$ cat src/rtl/sram_bus_arbiter_pkg.sv
// sram_bus_arbiter_pkg: shared owner/size codes, FIFO sizing and the tag entry type
package sram_bus_arbiter_pkg;
    localparam int OUTST_DEPTH = 4;
    localparam int PTR_W = 2;
    localparam logic OWNER_INST = 1'b0;
    localparam logic OWNER_DATA = 1'b1;
    localparam logic [1:0] SIZE_BYTE = 2'd0;
    localparam logic [1:0] SIZE_HALF = 2'd1;
    localparam logic [1:0] SIZE_WORD = 2'd2;
    typedef struct packed {
        logic owner;
        logic drop;
    } tag_t;
endpackage

$ cat src/rtl/sram_bus_arbiter_if.sv
// sram_bus_arbiter_if: inst port, data port and shared bus signals of the arbiter
interface sram_bus_arbiter_if;
    logic        inst_req;
    logic [31:0] inst_addr;
    logic        inst_cancel;
    logic        inst_addr_ok;
    logic        inst_data_ok;
    logic [31:0] inst_rdata;
    logic        data_req;
    logic        data_wr;
    logic [1:0]  data_size;
    logic [31:0] data_addr;
    logic [31:0] data_wdata;
    logic        data_addr_ok;
    logic        data_data_ok;
    logic [31:0] data_rdata;
    logic        bus_req;
    logic        bus_wr;
    logic [1:0]  bus_size;
    logic [31:0] bus_addr;
    logic [31:0] bus_wdata;
    logic        bus_addr_ok;
    logic        bus_data_ok;
    logic [31:0] bus_rdata;
    logic        outst_full;
    logic        err_unexp;
    modport slave (
        input  inst_req, inst_addr, inst_cancel, data_req, data_wr, data_size, data_addr, data_wdata,
               bus_addr_ok, bus_data_ok, bus_rdata,
        output inst_addr_ok, inst_data_ok, inst_rdata, data_addr_ok, data_data_ok, data_rdata,
               bus_req, bus_wr, bus_size, bus_addr, bus_wdata, outst_full, err_unexp
    );
    modport master (
        output inst_req, inst_addr, inst_cancel, data_req, data_wr, data_size, data_addr, data_wdata,
               bus_addr_ok, bus_data_ok, bus_rdata,
        input  inst_addr_ok, inst_data_ok, inst_rdata, data_addr_ok, data_data_ok, data_rdata,
               bus_req, bus_wr, bus_size, bus_addr, bus_wdata, outst_full, err_unexp
    );
endinterface

$ cat src/rtl/sram_bus_arbiter_tag_fifo.sv
// arb_tag_fifo: in-order {owner,drop} tags of accepted requests awaiting a bus response
module arb_tag_fifo
    import sram_bus_arbiter_pkg::*;
(
    input  logic clk,
    input  logic reset,
    input  logic push,
    input  logic push_owner,
    input  logic pop,
    input  logic mark_inst_drop,
    output tag_t head,
    output logic empty,
    output logic full
);
    logic [PTR_W-1:0] wr_q, wr_d, rd_q, rd_d;
    logic [PTR_W:0]   cnt_q, cnt_d;
    tag_t             mem_q [OUTST_DEPTH];
    tag_t             mem_d [OUTST_DEPTH];
    // cancel marks every inst tag (stale slots too, harmless) including one pushed this cycle
    always_comb begin
        mem_d = mem_q;
        for (int i = 0; i < OUTST_DEPTH; i++)
            if (mark_inst_drop && mem_q[i].owner == OWNER_INST) mem_d[i].drop = 1'b1;
        if (push) mem_d[wr_q] = '{owner: push_owner, drop: mark_inst_drop && push_owner == OWNER_INST};
        wr_d = wr_q + PTR_W'(push);
        rd_d = rd_q + PTR_W'(pop);
        cnt_d = cnt_q + (PTR_W+1)'(push) - (PTR_W+1)'(pop);
    end
    // pointer, count and storage registers
    always_ff @(posedge clk or negedge reset) begin
        if (!reset) begin
            wr_q <= '0;
            rd_q <= '0;
            cnt_q <= '0;
            for (int i = 0; i < OUTST_DEPTH; i++) mem_q[i] <= '0;
        end else begin
            wr_q <= wr_d;
            rd_q <= rd_d;
            cnt_q <= cnt_d;
            mem_q <= mem_d;
        end
    end
    assign head = mem_q[rd_q];
    assign empty = cnt_q == '0;
    assign full = cnt_q == (PTR_W+1)'(OUTST_DEPTH);
endmodule

$ cat src/rtl/sram_bus_arbiter.sv
// sram_bus_arbiter: shares one split-handshake bus between fetch and data ports
module sram_bus_arbiter
    import sram_bus_arbiter_pkg::*;
(
    input  logic clk,
    input  logic reset,
    sram_bus_arbiter_if.slave io
);
    logic lock_q, lock_d, lock_owner_q, lock_owner_d, err_q, err_d;
    logic owner, owner_req, bus_req, accept, pop, empty, full;
    tag_t head;
    // owner select with request lock; a cancelled inst request is withdrawn and drops its lock
    always_comb begin
        owner = lock_q ? lock_owner_q : (io.data_req ? OWNER_DATA : OWNER_INST);
        owner_req = owner == OWNER_DATA ? io.data_req : io.inst_req && !io.inst_cancel;
        bus_req = owner_req && !full;
        accept = bus_req && io.bus_addr_ok;
        pop = io.bus_data_ok && !empty;
        lock_d = bus_req && !io.bus_addr_ok;
        lock_owner_d = owner;
        err_d = err_q || (io.bus_data_ok && empty);
    end
    // lock and sticky unexpected-response flag
    always_ff @(posedge clk or negedge reset) begin
        if (!reset) begin
            lock_q <= 1'b0;
            lock_owner_q <= OWNER_INST;
            err_q <= 1'b0;
        end else begin
            lock_q <= lock_d;
            lock_owner_q <= lock_owner_d;
            err_q <= err_d;
        end
    end
    arb_tag_fifo u_fifo (
        .clk(clk),
        .reset(reset),
        .push(accept),
        .push_owner(owner),
        .pop(pop),
        .mark_inst_drop(io.inst_cancel),
        .head(head),
        .empty(empty),
        .full(full)
    );
    assign io.bus_req = bus_req;
    assign io.bus_wr = owner == OWNER_DATA && io.data_wr;
    assign io.bus_size = owner == OWNER_DATA ? io.data_size : SIZE_WORD;
    assign io.bus_addr = owner == OWNER_DATA ? io.data_addr : io.inst_addr;
    assign io.bus_wdata = owner == OWNER_DATA ? io.data_wdata : '0;
    assign io.inst_addr_ok = accept && owner == OWNER_INST;
    assign io.data_addr_ok = accept && owner == OWNER_DATA;
    assign io.inst_data_ok = pop && head.owner == OWNER_INST && !head.drop && !io.inst_cancel;
    assign io.data_data_ok = pop && head.owner == OWNER_DATA;
    assign io.inst_rdata = io.bus_rdata;
    assign io.data_rdata = io.bus_rdata;
    assign io.outst_full = full;
    assign io.err_unexp = err_q;
endmodule

$ cat src/flat_wrapper.sv
// flat-port wrapper written by rule: the top's interface ports become plain ports
module sram_bus_arbiter_flat import sram_bus_arbiter_pkg::*;
  (clk, reset, io_inst_req, io_inst_addr, io_inst_cancel, io_data_req, io_data_wr, io_data_size, io_data_addr, io_data_wdata, io_bus_addr_ok, io_bus_data_ok, io_bus_rdata, io_inst_addr_ok, io_inst_data_ok, io_inst_rdata, io_data_addr_ok, io_data_data_ok, io_data_rdata, io_bus_req, io_bus_wr, io_bus_size, io_bus_addr, io_bus_wdata, io_outst_full, io_err_unexp);
  sram_bus_arbiter_if io_i ();
  input  logic clk;
  input  logic reset;
  input wire logic [$bits(io_i.inst_req)-1:0] io_inst_req;
  input wire logic [$bits(io_i.inst_addr)-1:0] io_inst_addr;
  input wire logic [$bits(io_i.inst_cancel)-1:0] io_inst_cancel;
  input wire logic [$bits(io_i.data_req)-1:0] io_data_req;
  input wire logic [$bits(io_i.data_wr)-1:0] io_data_wr;
  input wire logic [$bits(io_i.data_size)-1:0] io_data_size;
  input wire logic [$bits(io_i.data_addr)-1:0] io_data_addr;
  input wire logic [$bits(io_i.data_wdata)-1:0] io_data_wdata;
  input wire logic [$bits(io_i.bus_addr_ok)-1:0] io_bus_addr_ok;
  input wire logic [$bits(io_i.bus_data_ok)-1:0] io_bus_data_ok;
  input wire logic [$bits(io_i.bus_rdata)-1:0] io_bus_rdata;
  output wire logic [$bits(io_i.inst_addr_ok)-1:0] io_inst_addr_ok;
  output wire logic [$bits(io_i.inst_data_ok)-1:0] io_inst_data_ok;
  output wire logic [$bits(io_i.inst_rdata)-1:0] io_inst_rdata;
  output wire logic [$bits(io_i.data_addr_ok)-1:0] io_data_addr_ok;
  output wire logic [$bits(io_i.data_data_ok)-1:0] io_data_data_ok;
  output wire logic [$bits(io_i.data_rdata)-1:0] io_data_rdata;
  output wire logic [$bits(io_i.bus_req)-1:0] io_bus_req;
  output wire logic [$bits(io_i.bus_wr)-1:0] io_bus_wr;
  output wire logic [$bits(io_i.bus_size)-1:0] io_bus_size;
  output wire logic [$bits(io_i.bus_addr)-1:0] io_bus_addr;
  output wire logic [$bits(io_i.bus_wdata)-1:0] io_bus_wdata;
  output wire logic [$bits(io_i.outst_full)-1:0] io_outst_full;
  output wire logic [$bits(io_i.err_unexp)-1:0] io_err_unexp;
  assign io_i.inst_req = io_inst_req;
  assign io_i.inst_addr = io_inst_addr;
  assign io_i.inst_cancel = io_inst_cancel;
  assign io_i.data_req = io_data_req;
  assign io_i.data_wr = io_data_wr;
  assign io_i.data_size = io_data_size;
  assign io_i.data_addr = io_data_addr;
  assign io_i.data_wdata = io_data_wdata;
  assign io_i.bus_addr_ok = io_bus_addr_ok;
  assign io_i.bus_data_ok = io_bus_data_ok;
  assign io_i.bus_rdata = io_bus_rdata;
  assign io_inst_addr_ok = io_i.inst_addr_ok;
  assign io_inst_data_ok = io_i.inst_data_ok;
  assign io_inst_rdata = io_i.inst_rdata;
  assign io_data_addr_ok = io_i.data_addr_ok;
  assign io_data_data_ok = io_i.data_data_ok;
  assign io_data_rdata = io_i.data_rdata;
  assign io_bus_req = io_i.bus_req;
  assign io_bus_wr = io_i.bus_wr;
  assign io_bus_size = io_i.bus_size;
  assign io_bus_addr = io_i.bus_addr;
  assign io_bus_wdata = io_i.bus_wdata;
  assign io_outst_full = io_i.outst_full;
  assign io_err_unexp = io_i.err_unexp;
  sram_bus_arbiter u_core (.clk(clk), .reset(reset), .io(io_i));
endmodule
$ cat config.mk
export PLATFORM = sky130hd
export DESIGN_NAME = sram_bus_arbiter_flat
export DESIGN_NICKNAME = d
export VERILOG_FILES = /design/src/rtl/sram_bus_arbiter_pkg.sv /design/src/rtl/sram_bus_arbiter_if.sv /design/src/rtl/sram_bus_arbiter_tag_fifo.sv /design/src/rtl/sram_bus_arbiter.sv /design/src/flat_wrapper.sv
export SDC_FILE = /design/constraint.sdc
export NUM_CORES = 1
export LEC_CHECK = 0
export BUFFER_PORTS_ARGS = -buffer_cell sky130_fd_sc_hd__buf_4
export CAP_MARGIN = 5
export CORE_AREA = 4 4 106 108
export CTS_BUF_LIST = sky130_fd_sc_hd__clkbuf_4
export DETAILED_ROUTE_END_ITERATION = 16
export DIE_AREA = 0 0 110 112
export SETUP_SLACK_MARGIN = 0.1
export SLEW_MARGIN = 10
export SYNTH_ARGS = -nofsm -noshare
export SYNTH_HDL_FRONTEND = slang
export SYNTH_SLANG_ARGS = --single-unit
$ cat constraint.sdc
create_clock -name clk -period 2.14 [get_ports clk]
set_clock_uncertainty 0.15 [all_clocks]
set_input_delay 0.107 -clock clk [delete_from_list [all_inputs] [get_ports clk]]
set_output_delay 0.107 -clock clk [all_outputs]
set_load 0.005 [all_outputs]
==> After elaboration in Yosys (flattened, before gate mapping) <==
Cells that the tools add are included.
{ "classes": {"addsub": 4, "reduce_logical": 26, "n_lt_le_gt_ge": 3, "muxes": 17, "bitwise_logic": 8, "n_eq_ne": 1} }
{ "ops": {"columns": ["op", "n"], "rows": [
  ["two-way mux 32 bit", 2],
  ["logical AND 1 bit", 19],
  ["bitwise mux 8 bit", 1],
  ["two-way mux 2 bit", 4],
  ["two-way mux 1 bit", 7],
  ["two-way mux 7 bit", 1],
  ["greater-or-equal comparator 3 bit (second input constant)", 2],
  ["inverter 1 bit", 6],
  ["inverter 2 -> 3 bit", 2],
  ["zero test 1 bit", 5],
  ["adder 2 x 1 -> 2 bit", 2],
  ["binary-select mux 2 bit (select 2 bit)", 1],
  ["demux 2 bit (select 2 bit)", 1],
  ["adder 3 x 1 -> 3 bit", 1],
  ["equality test 3 bit (second input constant)", 1],
  ["zero test 3 bit", 1],
  ["< comparator 3 x 1 -> 1 bit (second input constant)", 1],
  ["subtractor 3 x 1 -> 3 bit", 1],
  ["logical OR 1 bit", 1]
]} }
{ "word_totals": {"in_bits": 138, "word_cells": 73, "regBits": 18} }

==> Longest topological paths before layout <==
Gate-level depths: netlist of the first run.
{ "logic_depth": {"word_depth": 8, "ltp_mapped": 8} }

==> Cells and area by module <==
Synthesis of the first run repeated with hierarchy kept, for this count alone.
{ "hier_totals": {"cells_unflattened": 207, "hier_area_um2": 2133.3} }
{ "modules_own_cells": {"columns": ["module", "cells_per_inst", "area_per_inst_um2", "seq_area_each_um2", "instances"], "rows": [
  ["sram_bus_arbiter", 158, 1440.1, 75.1, 1],
  ["arb_tag_fifo", 49, 693.2, 375.4, 1]
]} }

==> Worst setup path before layout of the first run <==
No wires, ideal clock.
{ "synth_timing": {"kind": "reg-to-reg", "startpoint": "register u_core.u_fifo.cnt_q[1]", "endpoint": "register u_core.u_fifo.cnt_q[2]", "path_slack_ps": -92, "path_stages_with_launch": 8, "setup_ps": 123, "arrival_time_ps": 1959, "required_ps": 1867, "path_cell_list": "dfrtp_1 nor3b_4 a2111oi_4 xnor2_1 ha_1 fa_1 xnor2_1 xnor2_1"} }
{ "synth_via": {"elab_chain_len": 6, "elab_cells_between_ends": 9, "cone_classes": "2 x add/sub; 1 x eq/ne; 6 x reduce/logical"} }
{ "synth_lines": {"columns": ["element", "line_no", "rtl"], "rows": [
  ["start: declaration", "sram_bus_arbiter_tag_fifo.sv:16", "logic [PTR_W:0] cnt_q, cnt_d;"],
  ["start signal: assignment", "sram_bus_arbiter_tag_fifo.sv:39", "cnt_q <= cnt_d;"],
  ["equality test 3 bit", "sram_bus_arbiter_tag_fifo.sv:45", "assign full = cnt_q == (PTR_W+1)'(OUTST_DEPTH);"],
  ["named net io_outst_full", "flat_wrapper.sv:29", "output wire logic [$bits(io_i.outst_full)-1:0] io_outst_full;"],
  ["zero test 1 bit", "sram_bus_arbiter.sv:16", "bus_req = owner_req && !full;"],
  ["logical AND 1 bit", "sram_bus_arbiter.sv:16", null],
  ["logical AND 1 bit", "sram_bus_arbiter.sv:17", "accept = bus_req && io.bus_addr_ok;"],
  ["adder 3 x 1 -> 3 bit", "sram_bus_arbiter_tag_fifo.sv:27", "cnt_d = cnt_q + (PTR_W+1)'(push) - (PTR_W+1)'(pop);"],
  ["subtractor 3 x 1 -> 3 bit", "sram_bus_arbiter_tag_fifo.sv:27", null],
  ["named net u_core.u_fifo.cnt_d[2]", "sram_bus_arbiter_tag_fifo.sv:16", null]
]} }
The timed path passes the listed nets, and every way through them passes these cells.
A chain may end at the register's enable or synchronous reset.

==> Worst setup path after layout of the first run <==
{ "layout_timing": {"startpoint": "register u_core.lock_q", "endpoint": "register u_core.u_fifo.cnt_q[2]"} }
{ "layout_via": {"elab_chain_len": 6} }
{ "layout_lines": {"columns": ["element", "line_no", "rtl"], "rows": [
  ["start: declaration", "sram_bus_arbiter.sv:9", "logic lock_q, lock_d, lock_owner_q, lock_owner_d, err_q, err_d;"],
  ["start signal: assignment", "sram_bus_arbiter.sv:30", "lock_q <= lock_d;"],
  ["two-way mux 1 bit", "sram_bus_arbiter.sv:14", "owner = lock_q ? lock_owner_q : (io.data_req ? OWNER_DATA : OWNER_INST);"],
  ["two-way mux 1 bit", "sram_bus_arbiter.sv:15", "owner_req = owner == OWNER_DATA ? io.data_req : io.inst_req && !io.inst_cancel;"],
  ["logical AND 1 bit", "sram_bus_arbiter.sv:16", null],
  ["logical AND 1 bit", "sram_bus_arbiter.sv:17", null],
  ["adder 3 x 1 -> 3 bit", "sram_bus_arbiter_tag_fifo.sv:27", null],
  ["subtractor 3 x 1 -> 3 bit", "sram_bus_arbiter_tag_fifo.sv:27", null],
  ["named net u_core.u_fifo.cnt_d[2]", "sram_bus_arbiter_tag_fifo.sv:16", null]
]} }
The timed path passes the listed nets, and every way through them passes these cells.

==> results by group, run 1 <==
Status
  • Run status: complete, but fails checks
  • Failing checks: setup timing

Worst setup path
  • Depth of the most critical reg-to-reg path: 7
  • Cell with the largest stage delay on the worst path: dfrtp_1
  • Critical path cell sequence: mux2i_4 -> a2111oi_4 -> xnor2_1 -> ha_2 -> fa_2 -> xnor2_2 -> xnor2_1
  • Number of buffers and inverters on the critical path: 0
  • Kind of start point of the critical path: register
  • Worst R2R Setup Slack: -0.02 ns
  • Reg-to-Reg End: u_core.u_fifo.cnt_q[2]
  • CP most frequent cell: xnor2_1
  • Worst path top cell family by delay: adder cells
  • Largest driver fanout on the critical path: 3
  • Arrival time worst endpoint: 2.19 ns
  • Source of the worst register-to-register timing path: u_core.lock_q
  • Kind of end point of the critical path: register
  • Delay contributed by the slowest stage of the critical path: 0.43 ns
  • CP required: 2.16 ns
  • Kind of critical path: reg2reg

Clock tree
  • Sinks on Clock Net: 18
  • Deepest clock path buffer count: 2
  • CTS tree: built
  • Worst-path clk slew: 0.09 ns
  • CTS Buf Count: 3
  • Cell at the root of the clock tree: clkbuf_4
  • Clock insertion delay at the later pin of the skew report: 0.28 ns
  • H-tree depth reported by CTS: 1

STA
  • Count of final hold-check violations: 0
  • Final number of max-transition violations: 0
  • Final critical path time including I/O delays and setup: 2.16 ns
  • Post-route worst setup slack: -0.0225 ns
  • Worst-case headroom to the max-slew limit: 73.1%
  • Post-route setup TNS: -0.0225 ns
  • Max Fclk: 462 MHz
  • Number of failing setup endpoints in the final timing report: 1
  • Slew of the pin with the lowest slew margin: 0.403 ns
  • Unrepaired setup endpoints after global routing: true
  • Final critical-path share of the clock period: 101%

Detailed routing
  • Pre-Repair DR Iteration Count: 4
  • Final ANT Viol Nets: 0
  • Routed length per instance: 14.4 um
  • Count of routing violations after the opening detailed-route iteration: 94
  • Number of design rule violations left after detail routing: 0
  • Via Count: 2,144
  • Number of vias per cell after detailed routing: 3.99
  • Total wire length: 7770 um

Final layout
  • Number of antenna diodes: 0
  • Most common cell after layout, fill and taps aside: buf_4
  • Number of nets in the layout: 545
  • Relative area change from synthesis to final layout: 63.9%
  • Number of non-filler instances in the completed layout: 538
  • Core utilization of the finished layout: 33.2%
  • Fraction of final layout cells sized beyond drive strength 1: 59.0%
  • Top library cells by usage in the layout, fill and taps aside: buf_4, nand2_1, and2_4

Yosys
  • Netlist area before placement: 2070 um^2
  • Synth top area cells: buf_4, dfrtp_1, nand2_1
  • Cell taking the most area after synthesis: buf_4
  • Yosys warns: 0
  • Proportion of netlist area held by the largest area contributor: 23.9%
  • Synthesized instance count: 279
  • Number of library cell types mapped by synthesis: 32
  • Flops & latches, synth: 18
  • Share of synthesized area occupied by flip-flops and latches: 21.7%
  • Synthesized area divided by synthesized cell count: 7.43 um^2
  • Syn nets: 420

Worst hold path
  • Capture endpoint of the worst hold path: u_core.lock_q
  • Number of cells on the worst hold path: 3
  • Hold path startpoint: io_bus_addr_ok
  • Type of the most critical hold path: in2reg

Place
  • Count of input and output buffers: 179
  • Routability-driven placement congestion ratio: 0.776
  • Setup Slack @ Placement: -0.0502 ns
  • Number of placed instances with taps included: 527
  • Estimated wirelength of the detail-placed design: 6070 um

Power and ir drop
  • Leakage power: 1.81 nW
  • Maximum vdd drop: 0.278 mV
  • Power consumption: 2.52 mW
  • Pwr Density: 741 nW/um^2

Run
  • Number of maximum-capacitance constraint violations: 0

Global routing
  • Global-route wire length before repair: 10,900 um
  • Largest net degree at the start of global routing: 35
  • Initial antenna violation count: 0
  • Overall fraction of global-route tracks in use: 11.0%
  • Via count of the first global-routing pass: 2,286
  • Overflow after GRT: 0

Floorplanning
  • I/O pin cnt: 276
  • Total number of placement rows: 37
  • Std-Cell Core Area: 10,200 um^2
  • Die width: 110 um
  • Die Ht: 112 um
  • Die outline area: 12,300 um^2
  • Initial Utilization: 20.3%
-- where the power goes --
part           switching, mW  internal [mW]  total, mW
Combinational          0.690           1.02       1.71
Clock                 0.0941         0.0652      0.159
Sequential             0.149          0.505      0.654
Total                  0.933           1.59       2.52
-- through the flow --
step	hold WS (ns)	instance area, um^2
after detailed placement	-0.159	3130
after global routing	0.0399	3400
final	0.0313	3400
after CTS	0.0195	3340
after floorplan	-0.339	2080
after global placement	-0.165	3130
-- cell type report --
type / instances / area, um^2
repair buffers: 196 / 1570
clock buffers: 3 / 22.5
multi-input cells: 178 / 1150
fillers: 1051 / 6830
flip-flops and latches: 18 / 450
inverters: 7 / 38.8
well taps: 136 / 170
-- metal layers --
metal	wire length (um)	vias to the layer above	part of all wire, %	track usage, %
met5	0	-	0	0
met1	2840	939	37	11.6
met2	4060	119	52	20.9
li1	-	1058	-	-
met3	679	28	8.7	2.61
met4	194	0	2.5	3.41
-- state kept, by name, summed over array words and instances, names as in the netlist --
name,count
u_core.u_fifo.mem_q,8
u_core.u_fifo.cnt_q,3
u_core.u_fifo.rd_q,2
u_core.u_fifo.wr_q,2
u_core.io.err_unexp,1
u_core.lock_owner_q,1
u_core.lock_q,1
-- worst reg2reg max path, delay by kind of cell, from the launching register on --
family                   cells  cell delay, ns
AO/OA/AOI/OAI                1            0.34
multiplexers                 1            0.22
flip-flops                   1            0.43
XOR/XNOR                     3            0.38
adder cells (fa/ha/maj)      2            0.54
-- repair_timing --
action / CTS / global route
gates cloned: 1 / 1
buffers inserted: 1 / 2
endpoints found under the hold margin: 24 / 0
hold buffers: 3 / 0
setup endpoints to repair: 72 / 62
gates resized for setup: 38 / 2
pin swaps: 26 / 0
-- Yosys cell counts (all sizes together) --
cell type and number:
nand2 96, buf 71, and2 36, dfrtp 18
inv 7, a2111oi 5, clkbuf 5, mux2i 5
xnor2 5, a21oi 4, nor2 4, nand2b 3
nand3b 3, ha 2, mux4 2, nor4 2
a211oi 1, a21o 1, and3b 1, fa 1
nand3 1, nor2b 1, nor3 1, nor3b 1
or2 1, or3b 1, xor2 1
-- kinds of logic after synthesis --
family,Yosys count,synth area share (%)
xor+xnor,6,2.54
simple gates,151,34.5
mux,7,5.19
flops,18,21.7
fa+ha+maj,3,2.17
buf+inv,83,27.3
compound gates,11,6.52
-- how the worst max path moves through the flow --
stage | from | endpoint | slack, ns | cells past startpoint
after floorplan | u_core.lock_q | u_core.u_fifo.cnt_q[2] | -0.07 | 8
after global placement | u_core.lock_q | u_core.u_fifo.cnt_q[2] | -0.007 | 7
after detailed placement | u_core.lock_q | io_bus_addr[1] | -0.05 | 7
after CTS | u_core.lock_q | u_core.u_fifo.cnt_q[2] | -0.05 | 7
after global routing | u_core.lock_q | u_core.u_fifo.cnt_q[2] | -0.11 | 7
final | u_core.lock_q | u_core.u_fifo.cnt_q[2] | -0.02 | 7
No activity file was read; power rests on OpenSTA's default activity.
==> inputs of run 2 (changes only) <==
--- a/config.mk
+++ b/config.mk
@@ -6,4 +6,5 @@
 export NUM_CORES = 1
 export LEC_CHECK = 0
+export ABC_CLOCK_PERIOD_IN_PS = 2140
 export BUFFER_PORTS_ARGS = -buffer_cell sky130_fd_sc_hd__buf_4
 export CAP_MARGIN = 5
--- a/constraint.sdc
+++ b/constraint.sdc
@@ -3,3 +3,3 @@
 set_input_delay 0.107 -clock clk [delete_from_list [all_inputs] [get_ports clk]]
 set_output_delay 0.107 -clock clk [all_outputs]
-set_load 0.005 [all_outputs]
+set_load 0.1 [all_outputs]
==> results by group, run 2 (same netlist as run 1, synthesis figures left out) <==
Detailed routing
  • Number of vias per cell after detailed routing: 4.19 (+5.1%)
  • Routed length per instance: 19.8 um (+37%)
  • Number of design rule violations left after detail routing: 0 (unchanged)
  • Final ANT Viol Nets: 0 (unchanged)
  • Total wire length: 11,000 um (+42%)
  • Count of routing violations after the opening detailed-route iteration: 58 (-38%)
  • Via Count: 2,328 (+8.6%)
  • Wire length on met1: 3450 um (+21%)
  • Pre-Repair DR Iteration Count: 4 (unchanged)
  • Met3 routed WL: 1080 um (+59%)
  • Routed length on met2: 6370 um (+57%)
  • Highest layer used for signal routing: met4

STA
  • Slew of the pin with the lowest slew margin: 0.353 ns (-0.0500 ns)
  • Final critical path time including I/O delays and setup: 2.17 ns (+0.0124 ns)
  • Unrepaired setup endpoints after global routing: true
  • Max Fclk: 460 MHz (-0.57%)
  • Count of final hold-check violations: 0 (unchanged)
  • Final critical-path share of the clock period: 102% (+0.58 points)
  • Worst-case headroom to the max-slew limit: 76.5% (+3.4 points)
  • Post-route worst setup slack: -0.0349 ns (-0.0124 ns)
  • Number of failing setup endpoints in the final timing report: 6 (+5)
  • Final number of max-transition violations: 0 (unchanged)

Final layout
  • Register name with the most flops: u_core.u_fifo.mem_q
  • Number of fillers in the final layout: 870 (-17%)
  • Final instance area: 5090 um^2 (+50%)
  • Number of nets in the layout: 562 (+3.1%)
  • Fraction of final layout cells sized beyond drive strength 1: 78.6% (+20 points)
  • Top library cells by usage in the layout, fill and taps aside: buf_4, buf_12, nand2_4
  • Flip-flop count of the largest register, all copies and words added: 8 (unchanged)
  • Most common cell after layout, fill and taps aside: buf_4
  • Number of non-filler instances in the completed layout: 556 (+3.3%)
  • Number of antenna diodes: 0 (unchanged)
  • Regs by FF count: u_core.u_fifo.mem_q x8, u_core.u_fifo.cnt_q x3
  • Relative area change from synthesis to final layout: 146%

Place
  • Placed Instance Area: 3240 um^2 (+3.5%)
  • Routability-driven placement congestion ratio: 0.790 (+1.8%)
  • Estimated wirelength of the detail-placed design: 7230 um (+19%)
  • Number of placed instances with taps included: 528 (+0.19%)
  • Setup Slack @ Placement: -0.0472 ns (+0.00294 ns)
  • Count of input and output buffers: 179 (unchanged)

Power and ir drop
  • Pwr Density: 1130 nW/um^2 (+53%)
  • Maximum vdd drop: 0.594 mV (+110%)
  • Leakage power: 2.46 nW (+36%)

Global routing
  • Largest net degree at the start of global routing: 26 (-26%)
  • Global-route wire length before repair: 14,500 um (+33%)
  • Initial antenna violation count: 0 (unchanged)
  • Overflow after GRT: 0 (unchanged)
  • Overall fraction of global-route tracks in use: 15.6% (+4.6 points)
  • Via count of the first global-routing pass: 2,553 (+12%)

Clock tree
  • Sinks on Clock Net: 18 (unchanged)
  • CTS Buf Count: 3 (unchanged)
  • Worst-path clk slew: 0.11 ns (+0.02 ns)
  • Deepest clock path buffer count: 2 (unchanged)
  • Clock insertion delay at the later pin of the skew report: 0.30 ns (+0.02 ns)
  • Cell at the root of the clock tree: clkbuf_4
  • H-tree depth reported by CTS: 1 (unchanged)
  • CTS tree: built

Floorplanning
  • Die width: 110 um (unchanged)
  • Initial Utilization: 20.3% (unchanged)
  • Total number of placement rows: 37 (unchanged)
  • Die outline area: 12,300 um^2 (unchanged)
  • Die Ht: 112 um (unchanged)
  • Std-Cell Core Area: 10,200 um^2 (unchanged)
  • I/O pin cnt: 276 (unchanged)

Worst hold path
  • Type of the most critical hold path: in2out

Worst setup path
  • Kind of start point of the critical path: register
  • Kind of critical path: reg2reg
  • Kind of end point of the critical path: register
  • Arrival time worst endpoint: 2.22 ns (+0.03 ns)
  • CP required: 2.18 ns (+0.02 ns)
  • Largest driver fanout on the critical path: 2 (-1)

Run
  • Number of maximum-capacitance constraint violations: 0 (unchanged)

Status
  • Run status: complete, but fails checks
  • Failing checks: setup timing
-- run 2: path summary, 6_finish.rpt --
check | to | slack (ns) | cells past startpoint | start
worst min register to register | u_core.io.err_unexp | 0.34 | 1 | u_core.io.err_unexp
min in group asynchronous | u_core.u_fifo.wr_q[0] | 0.08 | 2 | reset
worst max-delay path | u_core.u_fifo.cnt_q[2] | -0.03 | 7 | u_core.lock_q
worst min-delay path | io_data_rdata[9] | 0.06 | 0 | io_bus_rdata[9]
max in group asynchronous | u_core.u_fifo.mem_q[3] | 1.56 | 2 | reset
worst max register to register | u_core.u_fifo.cnt_q[2] | -0.03 | 7 | u_core.lock_q
-- run 2: power by group --
group	switching, mW	leakage [nW]	internal, mW
combinational	2.98	2.24	1.97
sequential	0.146	0.202	0.505
clock	0.111	0.0154	0.0679
-- run 2: layer usage --
layer | vias up | track usage, %
met1 | 1068 | 15.2
met3 | 18 | 6.09
met2 | 153 | 30.6
met5 | - | 0
met4 | 0 | 2.83
li1 | 1089 | -
-- run 2: timing repair --
action / in CTS / in global routing
setup endpoints to repair: 73 / 76
resized for setup: 204 / 164
cloned: 4 / 4
hold buffers: 3 / 0
pin swaps: 32 / 52
buffers inserted: 9 / 4
endpoints found under the hold margin: 24 / 0
-- run 2: layout make-up --
cell class | count | area [um^2] | share of cell area, %
repair buffers | 213 | 2730 | 53.6
multi-input cells | 178 | 1670 | 32.9
flip-flops and latches | 18 | 450 | 8.84
well taps | 136 | 170 | 3.34
inverters | 7 | 42.5 | 0.835
clock buffers | 3 | 22.5 | 0.442
clock inverters | 1 | 3.75 | 0.0737
-- run 2: stage by stage --
stage / utilization (%) / TNS (ns) / hold slack, ns / power, mW
6_report: 49.8 / -0.0606 / 0.0640 / 5.78
5_1_grt: 49.8 / -1.73 / 0.0643 / 6.01
4_1_cts: 42.2 / -0.0594 / 0.0473 / 5.17
3_5_place_dp: 31.7 / -0.0472 / -0.158 / 4.13
3_3_place_gp: 31.7 / -0.0250 / -0.163 / 4.10
2_1_floorplan: - / -3.59 / -0.339 / 3.90
-- run 2: worst max-delay path, stage by stage (launching register included) --
cell,delay [ns]
dfrtp_1,0.43
mux2i_4,0.22
a2111oi_4,0.35
xnor2_1,0.12
ha_2,0.18
fa_2,0.36
xnor2_2,0.15
xnor2_1,0.12
==> inputs of run 3 (changes only) <==
SYNTH_HIERARCHICAL = 1   (was default)
==> results by group, run 3 <==
Status
  • Run status: complete, but fails checks
  • Failing checks: setup timing

Final layout
  • Relative area change from synthesis to final layout: 95.8%
  • Most common cell after layout, fill and taps aside: buf_4
  • Register name with the most flops: u_core/u_fifo/mem_q
  • Core utilization of the finished layout: 40.8% (-9.0 points)
  • Number of nets in the layout: 486 (-14%)
  • Number of antenna diodes: 0 (unchanged)
  • Number of non-filler instances in the completed layout: 478 (-14%)
  • Number of fillers in the final layout: 957 (+10%)
  • Flip-flop count of the largest register, all copies and words added: 8 (unchanged)
  • Fraction of final layout cells sized beyond drive strength 1: 87.4% (+8.9 points)
  • Regs by FF count: u_core/u_fifo/mem_q x8, u_core/u_fifo/cnt_q x3
  • Top library cells by usage in the layout, fill and taps aside: buf_4, buf_12, mux2_4

Power and ir drop
  • Maximum vdd drop: 0.435 mV (-27%)
  • Pwr Density: 1070 nW/um^2 (-5.8%)
  • Leakage power: 2.08 nW (-15%)
  • Power consumption: 4.46 mW (-23%)

Detailed routing
  • Number of design rule violations left after detail routing: 0 (unchanged)
  • Via Count: 1,948 (-16%)
  • Count of routing violations after the opening detailed-route iteration: 55 (-5.2%)
  • Pre-Repair DR Iteration Count: 4 (unchanged)
  • Final ANT Viol Nets: 0 (unchanged)
  • Total wire length: 8550 um (-22%)
  • Routed length per instance: 17.9 um (-9.8%)
  • Number of vias per cell after detailed routing: 4.08 (-2.7%)

Worst hold path
  • Type of the most critical hold path: in2reg
  • Capture endpoint of the worst hold path: u_core/u_fifo/mem_q[4]
  • Hold path startpoint: io_inst_cancel
  • Number of cells on the worst hold path: 3 (+3)

Global routing
  • Via count of the first global-routing pass: 2,038 (-20%)
  • GRT met1 Usage: 12.5% (-2.6 points)
  • Overall fraction of global-route tracks in use: 11.8% (-3.8 points)
  • GR met2 Demand/Resource: 22.4% (-8.2 points)
  • Global-route wire length before repair: 11,300 um (-22%)
  • Overflow after GRT: 0 (unchanged)
  • Initial antenna violation count: 0 (unchanged)
  • M3 GR Usage: 4.64% (-1.4 points)
  • Largest net degree at the start of global routing: 30 (+15%)
  • Most crowded layer after global routing: met2

Worst setup path
  • CP required: 1.88 ns (-0.30 ns)
  • Kind of end point of the critical path: output port
  • Kind of critical path: reg2out
  • Delay contributed by the slowest stage of the critical path: 0.44 ns (about the same)
  • Worst path top cell family by delay: multiplexers
  • Cell with the largest stage delay on the worst path: dfrtp_1
  • Number of buffers and inverters on the critical path: 3 (+3)
  • Largest driver fanout on the critical path: 8 (+6)
  • Worst R2R Setup Slack: 0.01 ns (+0.04 ns)
  • Source of the worst register-to-register timing path: u_core/u_fifo/cnt_q[1]
  • Reg-to-Reg End: u_core/u_fifo/cnt_q[2]
  • Kind of start point of the critical path: register
  • Depth of the most critical reg-to-reg path: 9 (+2)
  • CP most frequent cell: buf_12
  • Arrival time worst endpoint: 1.89 ns (-0.33 ns)
  • Critical path cell sequence: mux2i_4 -> buf_6 -> buf_12 -> mux2_4 -> buf_12

Floorplanning
  • Die width: 110 um (unchanged)
  • Std-Cell Core Area: 10,200 um^2 (unchanged)
  • I/O pin cnt: 276 (unchanged)
  • Die Ht: 112 um (unchanged)
  • Die outline area: 12,300 um^2 (unchanged)
  • Initial Utilization: 20.9% (+0.60 points)
  • Total number of placement rows: 37 (unchanged)

Yosys
  • Syn nets: 350 (-17%)
  • Share of synthesized area occupied by flip-flops and latches: 21.1% (-0.62 points)
  • Share of synthesized flip-flops with an asynchronous set or reset: 100% (unchanged)
  • Netlist area before placement: 2130 um^2 (+3.0%)
  • Synthesized instance count: 207 (-26%)
  • Number of library cell types mapped by synthesis: 31 (-3.1%)
  • Yosys warns: 6 (+6)
  • Cell taking the most area after synthesis: mux2_4
  • Synthesized area divided by synthesized cell count: 10.3 um^2 (+39%)
  • Dominant synthesized flop cell: dfrtp_1
  • Cell with the most instances after synthesis: buf_4
  • Most common library cells after synthesis: buf_4, nor2b_1, mux2_4, dfrtp_1, inv_1
  • Flops & latches, synth: 18 (unchanged)
  • Proportion of netlist area held by the largest area contributor: 24.6% (+0.72 points)
  • Synth top area cells: mux2_4, buf_4, dfrtp_1
  • Number of flops mapped to enable cells by yosys: 0 (unchanged)

STA
  • Post-route worst setup slack: -0.00442 ns (+0.0305 ns)
  • Unrepaired setup endpoints after global routing: true
  • Count of final hold-check violations: 0 (unchanged)
  • Worst-case headroom to the max-slew limit: 70.9% (-5.6 points)
  • Max Fclk: 466 MHz (+1.4%)
  • Post-route setup TNS: -0.0214 ns (+0.0392 ns)
  • Final critical path time including I/O delays and setup: 2.14 ns (-0.0305 ns)
  • Final number of max-transition violations: 0 (unchanged)
  • Number of failing setup endpoints in the final timing report: 8 (+2)
  • Slew of the pin with the lowest slew margin: 0.436 ns (+0.0835 ns)
  • Final critical-path share of the clock period: 100% (-1.4 points)

Clock tree
  • Clock insertion delay at the later pin of the skew report: 0.30 ns (about the same)
  • H-tree depth reported by CTS: 1 (unchanged)
  • Deepest clock path buffer count: 2 (unchanged)
  • Cell at the root of the clock tree: clkbuf_4
  • CTS Buf Count: 3 (unchanged)
  • Sinks on Clock Net: 18 (unchanged)
  • Worst-path clk slew: 0.10 ns (about the same)
  • CTS tree: built

Place
  • Estimated wirelength of the detail-placed design: 6730 um (-7.0%)
  • Routability-driven placement congestion ratio: 0.842 (+6.6%)
  • Number of placed instances with taps included: 461 (-13%)
  • Count of input and output buffers: 179 (unchanged)

Run
  • Number of maximum-capacitance constraint violations: 0 (unchanged)
## run 3: cell families (layout without fill, tap and decap cells)
kind of cell               after synthesis  in the layout  synth area share [%]
xor gates and xnor gates                 4              4                  1.64
muxes                                   39             39                  28.3
DFF                                     18             18                  21.1
adders and majority gates                5              5                  3.28
buffers and inverters                   78            213                  26.9
and+or+nand+nor                         57             57                  16.7
AOI/OAI and AO/OA                        6              6                  2.11
## run 3: tightest hold or removal path: cells and delay by family
kind | cells | cell delay [ns]
buffers and inverters | 2 | 0.23
AO/OA/AOI/OAI | 1 | 0.13
## run 3: final cells by class
class / count / area, um^2 / share of cell area [%]
Sequential cell: 18 / 452 / 10.8
Tap cell: 136 / 170 / 4.07
Timing Repair Buffer: 202 / 2160 / 51.6
Multi-Input combinational cell: 111 / 1350 / 32.3
Clock buffer: 3 / 22.5 / 0.539
Inverter: 7 / 26.3 / 0.629
Clock inverter: 1 / 3.75 / 0.0898
## run 3: how the worst max path moves through the flow
stage                           startpoint                     end  slack (ns)  cells after the start
floorplan           u_core/u_fifo/cnt_q[1]  u_core/u_fifo/cnt_q[1]       -0.44                      7
global placement    u_core/u_fifo/cnt_q[1]  u_core/u_fifo/cnt_q[2]       -0.02                      9
detailed placement  u_core/u_fifo/cnt_q[1]  u_core/u_fifo/cnt_q[2]       -0.09                      9
CTS                          u_core/lock_q         io_bus_addr[15]       -0.06                      5
global route                 u_core/lock_q         io_bus_addr[28]        -0.1                      4
finish                       u_core/lock_q         io_bus_addr[16]      -0.004                      5
## run 3: per-stage QoR
| stage | hold slack, ns | setup slack (ns) | instance area (um^2) |
|---|---|---|---|
| after floorplan | -0.339 | -0.436 | 2280 |
| after global routing | 0.0562 | -0.0959 | 4180 |
| after CTS | 0.0376 | -0.0585 | 3710 |
| after global placement | -0.165 | -0.0207 | 3340 |
| final | 0.0420 | -0.00442 | 4180 |
| after detailed placement | -0.158 | -0.0905 | 3340 |
## run 3: layer usage
layer | part of all wire, % | vias to the layer above | wire (um)
met5 | 0 | - | 0
met2 | 54 | 142 | 4610
met4 | 0.070 | 0 | 6
li1 | - | 884 | -
met1 | 34 | 920 | 2870
met3 | 12 | 2 | 1060
## run 3: where the power goes
part           leakage [nW]  switching [mW]  total [mW]  internal (mW)
logic                  1.86            2.21        3.63           1.41
registers             0.201           0.157       0.663          0.505
clock network        0.0154           0.107       0.175         0.0680
## run 3: what timing repair did
item	in CTS	in global routing
gates cloned	1	2
setup endpoints to repair	37	48
endpoints found under the hold margin	20	0
setup buffers	3	4
hold buffers	3	0
pin swaps	6	4
resized for setup	66	90
